## config.mk

```make
export PLATFORM = sky130hd
export DESIGN_NAME = fetch_buffer
export DESIGN_NICKNAME = d
export VERILOG_FILES = /design/src/rtl/fetch_buffer_pkg.sv /design/src/rtl/fb_fifo.sv /design/src/rtl/fetch_buffer.sv
export SDC_FILE = /design/constraint.sdc
export NUM_CORES = 1
export LEC_CHECK = 0
export ABC_CLOCK_PERIOD_IN_PS = 2250
export CAP_MARGIN = 20
export CORE_ASPECT_RATIO = 1.5
export CORE_MARGIN = 1.5
export CORE_UTILIZATION = 48
export DETAILED_ROUTE_END_ITERATION = 8
export GPL_TIMING_DRIVEN = 1
export PLACE_DENSITY = 0.76
export RECOVER_POWER = 100
export SETUP_SLACK_MARGIN = 0.2
export SYNTH_ARGS = -nofsm -noshare
export SYNTH_HDL_FRONTEND = slang
export SYNTH_SLANG_ARGS = --single-unit
```

## constraint.sdc

```tcl
create_clock -name CLK -period 2.25 [get_ports CLK]
set_input_delay 0.675 -clock CLK [delete_from_list [all_inputs] [get_ports CLK]]
set_output_delay 0.675 -clock CLK [all_outputs]
set_load 0.05 [all_outputs]
```

## src/rtl/fetch_buffer_pkg.sv

```systemverilog
// Shared types and sizing for the instruction fetch buffer.
package fetch_buffer_pkg;

   localparam int unsigned IW          = 9;
   localparam int unsigned AW          = 10;
   localparam int unsigned kFetchDepth = 4;

   // One queued fetch: the instruction and the PC it was read from.
   typedef struct packed {
      logic [AW-1:0] pc;
      logic [IW-1:0] instr;
   } fb_entry_t;

endpackage : fetch_buffer_pkg

```

## src/rtl/fb_fifo.sv

```systemverilog
// Small circular queue of fetch entries with a synchronous flush.
module fb_fifo
   import fetch_buffer_pkg::*;
#(
   parameter int unsigned DEPTH = kFetchDepth
) (
   input  logic                   clk,
   input  logic                   rst_n,
   input  logic                   i_flush,
   input  logic                   i_push,
   input  logic                   i_pop,
   input  fb_entry_t              i_wdata,
   output fb_entry_t              o_rdata,
   output logic [$clog2(DEPTH):0] o_count,
   output logic                   o_full,
   output logic                   o_empty
);

   localparam int unsigned PW = $clog2(DEPTH);
   localparam int unsigned CW = PW + 1;

   fb_entry_t         r_mem [DEPTH];
   logic [PW-1:0]     r_wr_ptr;
   logic [PW-1:0]     r_rd_ptr;
   logic [CW-1:0]     r_count;
   logic              w_push;
   logic              w_pop;

   // Qualify requests so the queue can never overflow or underflow.
   always_comb begin
      o_full  = (r_count == CW'(DEPTH));
      o_empty = (r_count == '0);
      w_push  = i_push && !o_full && !i_flush;
      w_pop   = i_pop && !o_empty && !i_flush;
      o_count = r_count;
      o_rdata = o_empty ? '0 : r_mem[r_rd_ptr];
   end

   // Entry storage; contents are don't-care until the count covers them.
   always_ff @(posedge clk) begin
      if (w_push) begin
         r_mem[r_wr_ptr] <= i_wdata;
      end
   end

   // Pointers and occupancy; flush empties the queue in one edge.
   always_ff @(posedge clk or negedge rst_n) begin
      if (!rst_n) begin
         r_wr_ptr <= '0;
         r_rd_ptr <= '0;
         r_count  <= '0;
      end else if (i_flush) begin
         r_wr_ptr <= '0;
         r_rd_ptr <= '0;
         r_count  <= '0;
      end else begin
         if (w_push) begin
            r_wr_ptr <= r_wr_ptr + PW'(1);
         end
         if (w_pop) begin
            r_rd_ptr <= r_rd_ptr + PW'(1);
         end
         case ({w_push, w_pop})
            2'b10:   r_count <= r_count + CW'(1);
            2'b01:   r_count <= r_count - CW'(1);
            default: r_count <= r_count;
         endcase
      end
   end

endmodule : fb_fifo

```

## src/rtl/fetch_buffer.sv

```systemverilog
// Fetch stage: owns the fetch PC, reads InstROM and queues {pc, instr} for decode.
module fetch_buffer
   import fetch_buffer_pkg::*;
#(
   parameter int unsigned DEPTH = kFetchDepth
) (
   input  logic                   CLK,
   input  logic                   reset_n,
   input  logic                   init,
   output logic [AW-1:0]          rom_addr,
   input  logic [IW-1:0]          rom_data,
   output logic                   out_valid,
   input  logic                   out_ready,
   output logic [IW-1:0]          out_instr,
   output logic [AW-1:0]          out_pc,
   input  logic                   redirect,
   input  logic [AW-1:0]          redirect_pc,
   input  logic                   halt,
   output logic [$clog2(DEPTH):0] count
);

   logic [AW-1:0]          r_fpc;
   logic                   w_full;
   logic                   w_empty;
   logic                   w_flush;
   logic                   w_push;
   logic                   w_pop;
   fb_entry_t              w_wdata;
   fb_entry_t              w_head;
   logic [$clog2(DEPTH):0] w_count;

   // Handshake glue; full is sampled before any same-edge pop.
   always_comb begin
      w_flush      = init || redirect;
      w_push       = !w_full && !halt && !w_flush;
      w_pop        = out_valid && out_ready;
      w_wdata.pc   = r_fpc;
      w_wdata.instr = rom_data;
      rom_addr     = r_fpc;
      out_valid    = !w_empty;
      out_pc       = w_head.pc;
      out_instr    = w_head.instr;
      count        = w_count;
   end

   // Fetch PC: init beats redirect, which beats normal advance.
   always_ff @(posedge CLK or negedge reset_n) begin
      if (!reset_n) begin
         r_fpc <= '0;
      end else if (init) begin
         r_fpc <= '0;
      end else if (redirect) begin
         r_fpc <= redirect_pc;
      end else if (w_push) begin
         r_fpc <= r_fpc + AW'(1);
      end
   end

   fb_fifo #(
      .DEPTH (DEPTH)
   ) u_fifo (
      .clk     (CLK),
      .rst_n   (reset_n),
      .i_flush (w_flush),
      .i_push  (w_push),
      .i_pop   (w_pop),
      .i_wdata (w_wdata),
      .o_rdata (w_head),
      .o_count (w_count),
      .o_full  (w_full),
      .o_empty (w_empty)
   );

endmodule : fetch_buffer
```

==> run summary <==
STATUS
------------------------------------------------------------------------------------
Result of the run                                                       finished, violations left
Failing checks                                                          setup timing

PWR
------------------------------------------------------------------------------------
Peak supply drop                                                          0.000452 V
Static power due to leakage                                                  1.91 nW
Relative contribution of combinational cells to total power                     6.7%
Switching power of the nets                                                 0.761 mW
Sequential cell fraction of total power                                        50.3%
P_int                                                                        3.08 mW
Power Total                                                                  3.84 mW
Switching fraction of total power                                              19.8%
Total power density per cell area                                         731 nW/µm²
Clk network pwr share                                                          43.0%

ROUTE
------------------------------------------------------------------------------------
Post-detailed-route wirelength per cell                                      18.5 µm
Via count normalized by instance count                                          5.46
Wire length after detailed routing                                           7.95 mm
DRT iter0 DRCs                                                                   141
Total via count in the routed design                                            2347
DR DRC count                                                                       0
Number of optimization iterations in the first detailed-route pass                 4
Post-DRT Antenna Nets                                                              0

FLOORPLANNING
------------------------------------------------------------------------------------
Core Rows                                                                         40
Initial Utilization                                                            49.2%
Area of the core                                                            7960 µm²
Y dimension of the die                                                        114 µm
Die Area                                                                    8710 µm²
Count of boundary I/O pins                                                        58
Die X                                                                        76.7 µm

WORST SETUP PATH
------------------------------------------------------------------------------------
Worst reg2reg startpoint                                                u_fifo.o_count[1]$_DFFE_PN0P_
Required time of the critical path                                           1.57 ns
CP endpoint kind                                                          output pin
Worst path top cell family by delay                                     multiplexers
Arrival time reported for the critical path endpoint                         1.83 ns
Capture point of the worst reg-to-reg path                              u_fifo.o_count[2]$_DFFE_PN0P_
R2R setup slack                                                              0.04 ns
Count of buffering cells on the critical path with inverters included              3
Critical path startpoint category                                           register
Maximum net fanout on the critical path                                            5
Worst path max stage delay                                                   0.50 ns
Crit Path Category                                                           reg2out
Cell-by-cell listing of the critical path                               buf_4, buf_16, mux4_2, and2_4, buf_6
Slowest cell on the critical path                                       sky130_fd_sc_hd__mux4_2
Cell depth of the worst flop-to-flop path                                          9

STA
------------------------------------------------------------------------------------
Worst-Margin Slew                                                           0.894 ns
Crit path setup slack, layout                                              -0.251 ns
Total count of max-transition violations in the final report                       0
Skew final                                                                0.00441 ns
Slew margin rel.                                                               40.4%
Crit path time final                                                         2.50 ns
Final critical-path share of the clock period                                   111%
Count of endpoints failing hold in the final timing report                         0
Final setup violation count                                                       19
Unrepaired setup endpoints after global routing                                  yes
Maximum achievable frequency                                               0.400 GHz

SYNTHESIS
------------------------------------------------------------------------------------
Synthesized net count                                                            264
Register bit total from synthesis                                                 93
Fraction of the yosys area taken by sequential cells                           69.2%
Syn Std Cell Area                                                           3910 µm²
Count of cell types in the netlist                                                37
Synth Warn #                                                                       0
Number of instances in the synthesized netlist                                   232
Syn avg cell area                                                           16.9 µm²

PLACE
------------------------------------------------------------------------------------
Count of port buffers added during placement                                      57
Placed Area                                                                 4770 µm²
Post-placement cell count                                                        403
Post-detail-place hpwl                                                       4.62 mm
Placer Congestion                                                              0.760
Pre-CTS worst setup slack                                                  -0.327 ns

GLOBAL ROUTE
------------------------------------------------------------------------------------
Global Route Usage Sum                                                         19.4%
Largest net degree at the start of global routing                                 22
Number of global-route vias before repair                                       2409
Remaining global-route overflow                                                    0
Wire length of the first global-routing pass                                 12.5 mm
Antenna violations before repair                                                   0

LAYOUT
------------------------------------------------------------------------------------
Post-route cell area                                                        5260 µm²
Area Growth Syn to Fin                                                         34.3%
Non-filler cells, final                                                          430
Number of antenna diodes                                                           0
Fraction of final layout cells with drive strength greater than 1              35.4%
Layout net count                                                                 352
Commonest non-fill, non-tap cell in the layout                          sky130_fd_sc_hd__edfxtp_1
Leading cell types in the layout, fill and taps excluded                sky130_fd_sc_hd__edfxtp_1, sky130_fd_sc_hd__mux4_2, sky130_fd_sc_hd__and2_4, sky130_fd_sc_hd__buf_6, sky130_fd_sc_hd__clkbuf_1

MIN PATH
------------------------------------------------------------------------------------
Source of the worst hold timing path                                    u_fifo.r_wr_ptr[1]$_DFFE_PN0P_
Class of the tightest hold or removal check                                  reg2reg
Hold path endpoint                                                      u_fifo.r_wr_ptr[1]$_DFFE_PN0P_
Hold Path Cell Cnt                                                                 2

CLOCKING
------------------------------------------------------------------------------------
Buffer type at the clock tree root                                      sky130_fd_sc_hd__clkbuf_16
Clock transition at path regs                                                0.06 ns
Sinks on Clock Net                                                                93
CTS H-tree lvls                                                                    3
TritonCTS clock tree                                                           built
Post-cts hold buffer count                                                         0
Number of buffers between clock root and the deepest sink                          2
Number of buffers inserted during clock tree synthesis                             9
Latest clock arrival within the worst-skew pair                              0.33 ns

RUN
------------------------------------------------------------------------------------
Max-cap violations                                                                 0

==> cells in the mapped netlist <==
| cell type | count | share of area (%) |
|---|---|---|
| sky130_fd_sc_hd__edfxtp_1 | 76 | 58 |
| sky130_fd_sc_hd__and2_1 | 19 | 3.0 |
| sky130_fd_sc_hd__mux4_2 | 19 | 11 |
| sky130_fd_sc_hd__dfrtp_1 | 17 | 11 |
| sky130_fd_sc_hd__nor2_1 | 14 | 1.3 |
| sky130_fd_sc_hd__nand2_1 | 11 | 1.1 |
| sky130_fd_sc_hd__clkbuf_1 | 7 | 0.67 |
| sky130_fd_sc_hd__ha_1 | 6 | 1.9 |
| sky130_fd_sc_hd__xnor2_1 | 6 | 1.3 |
| sky130_fd_sc_hd__inv_1 | 5 | 0.48 |
| sky130_fd_sc_hd__and3_1 | 4 | 0.64 |
| sky130_fd_sc_hd__buf_2 | 4 | 0.51 |
| sky130_fd_sc_hd__nor3_1 | 4 | 0.51 |
| sky130_fd_sc_hd__a211oi_1 | 3 | 0.58 |
| sky130_fd_sc_hd__a21oi_1 | 3 | 0.38 |
| sky130_fd_sc_hd__a311oi_1 | 3 | 0.67 |
| sky130_fd_sc_hd__o21ai_0 | 3 | 0.38 |
| sky130_fd_sc_hd__xor2_1 | 3 | 0.67 |
| sky130_fd_sc_hd__a2111oi_0 | 2 | 0.45 |
| sky130_fd_sc_hd__and4_1 | 2 | 0.45 |
| sky130_fd_sc_hd__nand3_1 | 2 | 0.26 |
| sky130_fd_sc_hd__nand4_1 | 2 | 0.32 |
| sky130_fd_sc_hd__or3_1 | 2 | 0.32 |
| sky130_fd_sc_hd__or3_2 | 2 | 0.38 |
| sky130_fd_sc_hd__a221o_1 | 1 | 0.26 |
| sky130_fd_sc_hd__and4b_1 | 1 | 0.26 |
| sky130_fd_sc_hd__and4bb_2 | 1 | 0.32 |
| sky130_fd_sc_hd__fa_1 | 1 | 0.51 |
| sky130_fd_sc_hd__mux2i_1 | 1 | 0.26 |
| sky130_fd_sc_hd__nand4b_1 | 1 | 0.22 |
| sky130_fd_sc_hd__nor3b_4 | 1 | 0.48 |
| sky130_fd_sc_hd__o211ai_1 | 1 | 0.19 |
| sky130_fd_sc_hd__o21bai_1 | 1 | 0.19 |
| sky130_fd_sc_hd__o311a_1 | 1 | 0.26 |
| sky130_fd_sc_hd__o311ai_0 | 1 | 0.22 |
| sky130_fd_sc_hd__or2_0 | 1 | 0.16 |
| sky130_fd_sc_hd__or2_2 | 1 | 0.16 |
==> area by class of cell <==
type                       instances  area [µm²]
timing repair buffer              88         857
multi-input combinational        123        1200
sequential                        93        2710
tap                              105         131
fill                             564        2700
clock inverter                     5        98.8
clock buffer                      11         233
inverter                           5        18.8
==> repair_timing <==
action / 4_1_cts / 5_1_grt
buffers inserted: 7 / 1
pin swaps: 5 / 6
gates cloned: 2 / 1
resized for setup: 35 / 6
setup endpoints to repair: 22 / 21
==> worst min-delay path, cell delays in order (launching register included) <==
cell                      delay (ns)
sky130_fd_sc_hd__dfrtp_1        0.41
sky130_fd_sc_hd__nand2_1        0.07
sky130_fd_sc_hd__a21oi_1        0.07
==> routing by layer <==
layer | part of all wire (%) | vias up | track usage, %
met5 | 0 | - | 0
met4 | 2.2 | 0 | 7.16
met3 | 4.2 | 14 | 3.36
met2 | 56 | 85 | 36.2
met1 | 38 | 1177 | 22.1
li1 | - | 1071 | -
==> per-stage QoR <==
| stage | utilization (%) | setup TNS (ns) | hold slack [ns] |
|---|---|---|---|
| 2_1_floorplan | - | 0 | 0.379 |
| 3_3_place_gp | 59.9 | -0.450 | 0.557 |
| 3_5_place_dp | 59.9 | -0.557 | 0.581 |
| 4_1_cts | 66.9 | -4.96 | 0.589 |
| 5_1_grt | 66.1 | -5.36 | 0.609 |
| 6_report | 66.1 | -4.36 | 0.589 |
==> power by group through the flow <==
stage               sequential (mW)  combinational, mW  clock (mW)
CTS                            1.93              0.277        1.68
finish                         1.93              0.259        1.65
global placement               1.97              0.261           0
floorplan                      2.00              0.103           0
global route                   1.94              0.277        1.75
detailed placement             1.97              0.265           0
==> worst max-delay path by stage <==
stage,startpoint,to,slack (ns),cells past startpoint
after floorplan,init,u_fifo.o_count[2]$_DFFE_PN0P_,0.05,8
after global placement,halt,u_fifo.o_count[2]$_DFFE_PN0P_,-0.29,8
after detailed placement,halt,u_fifo.o_count[2]$_DFFE_PN0P_,-0.33,8
after CTS,u_fifo.r_rd_ptr[0]$_DFFE_PN0P_,out_instr[7],-0.27,5
after global routing,u_fifo.r_rd_ptr[0]$_DFFE_PN0P_,out_pc[1],-0.29,5
final,u_fifo.r_rd_ptr[0]$_DFFE_PN0P_,out_pc[8],-0.25,5
==> cells by family after synthesis <==
group / Yosys count / synth area share [%]
XOR/XNOR: 9 / 2.01
AND/OR/NAND/NOR: 68 / 9.91
multiplexers: 20 / 11.2
adder cells (fa/ha/maj): 7 / 2.43
AO/OA/AOI/OAI: 19 / 3.58
buffers and inverters: 16 / 1.66
flip-flops: 93 / 69.2
==> flip-flops by register name (all words and copies together) (netlist names) <==
register and cells:
rom_addr 10, u_fifo.o_count 3, u_fifo.r_mem 76, u_fifo.r_rd_ptr 2, u_fifo.r_wr_ptr 2
(Power assumes the default switching activity.)
==> edit 1 (same flow settings) <==
`kFetchDepth`: 4 -> 8.
--- a/src/rtl/fetch_buffer_pkg.sv
+++ b/src/rtl/fetch_buffer_pkg.sv
@@ -4,5 +4,5 @@
    localparam int unsigned IW          = 9;
    localparam int unsigned AW          = 10;
-   localparam int unsigned kFetchDepth = 4;
+   localparam int unsigned kFetchDepth = 8;
 
    // One queued fetch: the instruction and the PC it was read from.
Interface: changed (resized count); port bits go from 58 to 59. No check against the original RTL was run, so the function may have changed too.
==> edit 1 against the unedited design <==
The flow still finishes with violations (setup timing); synthesized area up 82%; wire length up 94%; power grew 81%; sequential cell count rose by 79; setup slack worse by 0.29 ns; design area rose by 84%; cell count grew 67%; clock skew increased by 0.0029 ns; highest routed layer unchanged.
==> edit 1: results (changes against the unedited design) <==
status finished, violations left; failing checks setup timing; Compound-Gate Fraction of Synth Area 2.53% (-1.1 points); min-delay src u_fifo.r_wr_ptr[0]; final WL 15.4 mm (+94%); global-route wire length before repair 23.4 mm (+87%); largest net degree at the start of global routing 26 (+18%); post-synthesis mux area share 15.1% (+3.9 points); worst hold endpoint u_fifo.r_wr_ptr[0]; final setup fails 120 (+101); via count 3968 (+69%); synth cell count leaders edfxtp_1 (152), mux4_2 (38), nor2_1 (35); multi-input logic cell count 184 (+50%); ANT cells 0 (unchanged); nets@finish 540 (+53%); worst reg2reg endpoint u_fifo.o_count[3]; CTS H-Tree Depth 4 (+1); multi-input logic portion of the cell area 22.3% (-0.65 points); Seq/Total Area, Yosys 71.2% (+2.0 points); Worst-Skew Late Latency 0.43 ns (+0.10 ns); GP Congestion 0.777 (+2.2%); Arrival @ worst endpoint 2.11 ns (+0.28 ns); HPWL Detailed 9.01 mm (+95%); Reg2Reg Setup Slack -0.23 ns (-0.27 ns); worst vdd ir 556 uV (+23%); clock network area share 6.28% (-0.030 points); ratio of cells with drive above 1 in the final layout 41.3% (+5.9 points); Register Area 0.00507 mm^2 (+87%); Yosys cell types 39 (+5.4%); Largest register FFs 152 (+100%); asr flop ratio synth 11.6% (-6.7 points); fin cells 717 (+67%); cts bufs inserted 17 (+8); Syn Inst Count 383 (+65%); vias in the first global route 4255 (+77%); # placed instances 667 (+66%); crit-path max FO 6 (+1); Synth Area in Adders 1.23% (-1.2 points); num sequential 172 (+85%); FF-to-FF Start u_fifo.o_count[0]; Post-Synth XOR/XNOR Area 1.97% (-0.046 points); starting DRC count in detailed routing 363 (+160%); Post-synth EDFFs 152 (+100%); Non-clock inverters 9 (+4); Layout non-clock buf frac 16.2% (-0.12 points); number of fill cells 910 (+61%); Final WS setup -0.537 ns (-0.286 ns); synthesis warning total 0 (unchanged); static leakage 3.32 nW (+73%); clock skew 0.00729 ns (+0.00288 ns); IO buf count 58 (+1.8%)
## edit 1: metrics by stage
stage	power, mW	setup WS, ns	cell area [um^2]	hold WS, ns	TNS [ns]
after floorplan	3.79	-0.182	7310	0.379	-6.68
after global placement	3.96	-0.451	8690	0.611	-44.34
after detailed placement	3.97	-0.560	8690	0.631	-50.39
after CTS	6.95	-0.505	9580	0.623	-8.93
after global routing	7.14	-0.594	9690	0.712	-30.77
final	6.94	-0.537	9690	0.683	-19.23
## edit 1: layer usage
layer  vias up  wire length (um)  GRT usage [%]
met1      2049              5830           25.3
met3        18               758           4.86
met5         -                 0              0
li1       1768                 -              -
met4         0               246           5.87
met2       133              8580           37.0
## edit 1: worst max-delay path, stage by stage (launching register included)
cell and delay, ns:
dfrtp_2 0.38, buf_12 0.14, buf_8 0.13, mux4_2 0.53
mux2i_2 0.23, nor2_2 0.09, buf_12 0.16
## edit 1: where the power goes
part | total (mW) | switching [mW] | internal (mW)
sequential | 3.56 | 0.0501 | 3.51
clock | 3.00 | 1.24 | 1.76
combinational | 0.377 | 0.203 | 0.174
total | 6.94 | 1.49 | 5.45
## edit 1: kinds of logic (layout without fill, tap and decap cells)
kind of cell / Yosys count / count (layout)
flops: 172 / 172
simple gates: 74 / 74
mux: 60 / 60
compound gates: 27 / 27
buf+inv: 27 / 165
xor+xnor: 16 / 16
fa+ha+maj: 7 / 7
## edit 1: timing repair
item / in CTS / in global routing
endpoints found under the setup margin: 99 / 177
resized for setup: 32 / 16
endpoints found under the hold margin: 0 / 0
pin swaps: 8 / 4
cloned: 3 / 1
setup buffers: 12 / 2
hold buffers: 0 / 0
==> edit 2 (same settings) <==
Made on the original files. Reset style: synchronous (`reset_n` and `rst_n`), changed in 2 clocked blocks.
--- a/src/rtl/fb_fifo.sv
+++ b/src/rtl/fb_fifo.sv
@@ -45,5 +45,5 @@
 
    // Pointers and occupancy; flush empties the queue in one edge.
-   always_ff @(posedge clk or negedge rst_n) begin
+   always_ff @(posedge clk) begin
       if (!rst_n) begin
          r_wr_ptr <= '0;
--- a/src/rtl/fetch_buffer.sv
+++ b/src/rtl/fetch_buffer.sv
@@ -45,5 +45,5 @@
 
    // Fetch PC: init beats redirect, which beats normal advance.
-   always_ff @(posedge CLK or negedge reset_n) begin
+   always_ff @(posedge CLK) begin
       if (!reset_n) begin
          r_fpc <= '0;
Formal check against the unedited RTL: differs if reset_n is asserted again (counterexample within 4 cycles, from zero or initial values and one cycle with reset_n low); with reset_n held inactive, the same outputs for 4 cycles.
==> edit 2 against the unedited design <==
The run still ends with setup timing left; critical path type unchanged; non-clock buffer count shrank 1; synthesized area grew 1.5%; sequential cell count grew 2; clock skew is essentially flat; design area grew 0.62%; sequential power is essentially flat; critical endpoint is now out_pc[6]; sequential share of layout area shrank 1.1 points; setup slack gained 0.071 ns; synthesized cell count grew 0.86%; power shrank 8.8%; maximum frequency grew 2.9%; register-to-register slack gained 0.10 ns; wire length shrank 5.5%.
==> edit 2: results (changes against the unedited design) <==
status finished, violations left; failing checks setup timing; Arrival @ worst endpoint 1.76 ns (-0.07 ns); worst vdd ir 544 uV (+20%); final WL 7.51 mm (-5.5%); synth cell count leaders edfxtp_1 (76), and2_1 (23), dfxtp_1 (19); clock skew 0.00464 ns (+0.000238 ns); nets@finish 355 (+0.85%); asr flop ratio synth 0% (-18 points); Setup TNS -3.17 ns (+1.19 ns); Seq/Total Area, Yosys 67.0% (-2.2 points); worst slack, placed -0.482 ns (-0.155 ns); net count after synthesis 266 (+0.76%); starting DRC count in detailed routing 169 (+20%); IO buf count 57 (unchanged); Area contributors post-synth edfxtp_1 (57%), dfxtp_1 (9.6%), mux4_2 (7.4%); global-route wire length before repair 11.4 mm (-9.1%); ANT cells 0 (unchanged); gr usage total 17.4% (-2.0 points); CTS H-Tree Depth 3 (unchanged); ratio of cells with drive above 1 in the final layout 38.1% (+2.7 points); largest net degree at the start of global routing 21 (-4.5%); net switching power figure 0.760 mW (-0.13%); GP Congestion 0.757 (-0.43%); final setup fails 58 (+39); DR pass1 iterations 6 (+2); Worst slew margin 58.5% (+18 points); static leakage 1.82 nW (-4.8%); crit-path max FO 6 (+1); Final WS setup -0.180 ns (+0.0708 ns); number of fill cells 597 (+5.9%); Placed Area 0.00480 mm^2 (+0.58%)
-- edit 2: cell types whose count changed after synthesis, sizes merged, moves of 3 or more --
cell	change
xor2	+6
dfrtp	-17
nand2	-8
nor2	-4
nor3	-3
dfxtp	+19
a311oi	-3
a211oi	-3
and2	+4
clkbuf	-3
a21oi	+8
o21ai	+8
-- edit 2: cell type report --
class,instances,share of cell area (%)
clock inverter,7,1.02
tap,105,2.48
timing repair buffer,87,17.2
multi-input combinational,123,24.0
inverter,7,0.497
sequential,95,50.6
clock buffer,9,4.26
-- edit 2: stage by stage --
| step | util [%] | instances | power (mW) | hold slack [ns] |
|---|---|---|---|---|
| 2_1_floorplan | - | 234 | 2.04 | 0.485 |
| 3_3_place_gp | 59.9 | 407 | 2.14 | 0.502 |
| 3_5_place_dp | 59.9 | 407 | 2.15 | 0.522 |
| 4_1_cts | 66.0 | 427 | 3.54 | 0.539 |
| 5_1_grt | 66.0 | 433 | 3.60 | 0.550 |
| 6_report | 66.0 | 433 | 3.50 | 0.543 |
-- edit 2: cells by family after synthesis --
group	after synthesis	share of synthesized area [%]
AND/OR/NAND/NOR	59	10.6
adder cells (fa/ha/maj)	7	2.39
buffers and inverters	16	2.21
flip-flops	95	67.0
multiplexers	21	11.8
AO/OA/AOI/OAI	22	2.77
XOR/XNOR	14	3.09
-- edit 2: per-layer routing --
metal,track usage [%],vias to the layer above,routed length (um)
met5,0,-,0
met4,6.55,0,116
met3,4.22,9,223
met2,31.5,53,4250
met1,19.7,1107,2920
li1,-,1076,-
-- edit 2: worst paths after layout --
| check | startpoint | to | slack (ns) | depth (start not counted) |
|---|---|---|---|---|
| min | rom_addr[9] | u_fifo.r_mem[3][18] | 0.54 | 0 |
| max reg2reg | u_fifo.o_count[2] | u_fifo.r_mem[0][17] | 0.14 | 5 |
| min reg2reg | rom_addr[9] | u_fifo.r_mem[3][18] | 0.54 | 0 |
| max | flip-flop | out_pc[6] | -0.18 | 5 |
-- edit 2: power by group through the flow --
| stage | Sequential (mW) | Combinational, mW | Clock (mW) |
|---|---|---|---|
| after floorplan | 1.99 | 0.0545 | 0 |
| after global placement | 1.97 | 0.176 | 0 |
| after detailed placement | 1.97 | 0.180 | 0 |
| after CTS | 1.93 | 0.184 | 1.43 |
| after global routing | 1.93 | 0.186 | 1.49 |
| final | 1.93 | 0.172 | 1.40 |
-- edit 2: worst max-delay path: cells and delay by family (launching register included) --
family	cells	cell delay (ns)
muxes	1	0.49
buffers and inverters	3	0.39
and+or+nand+nor	1	0.15
DFF	1	0.38
-- edit 2: timing repair --
action	CTS	global route
gates resized for setup	53	30
endpoints found under the setup margin	100	22
pin swaps	7	24
gates cloned	1	2
buffers inserted	3	4
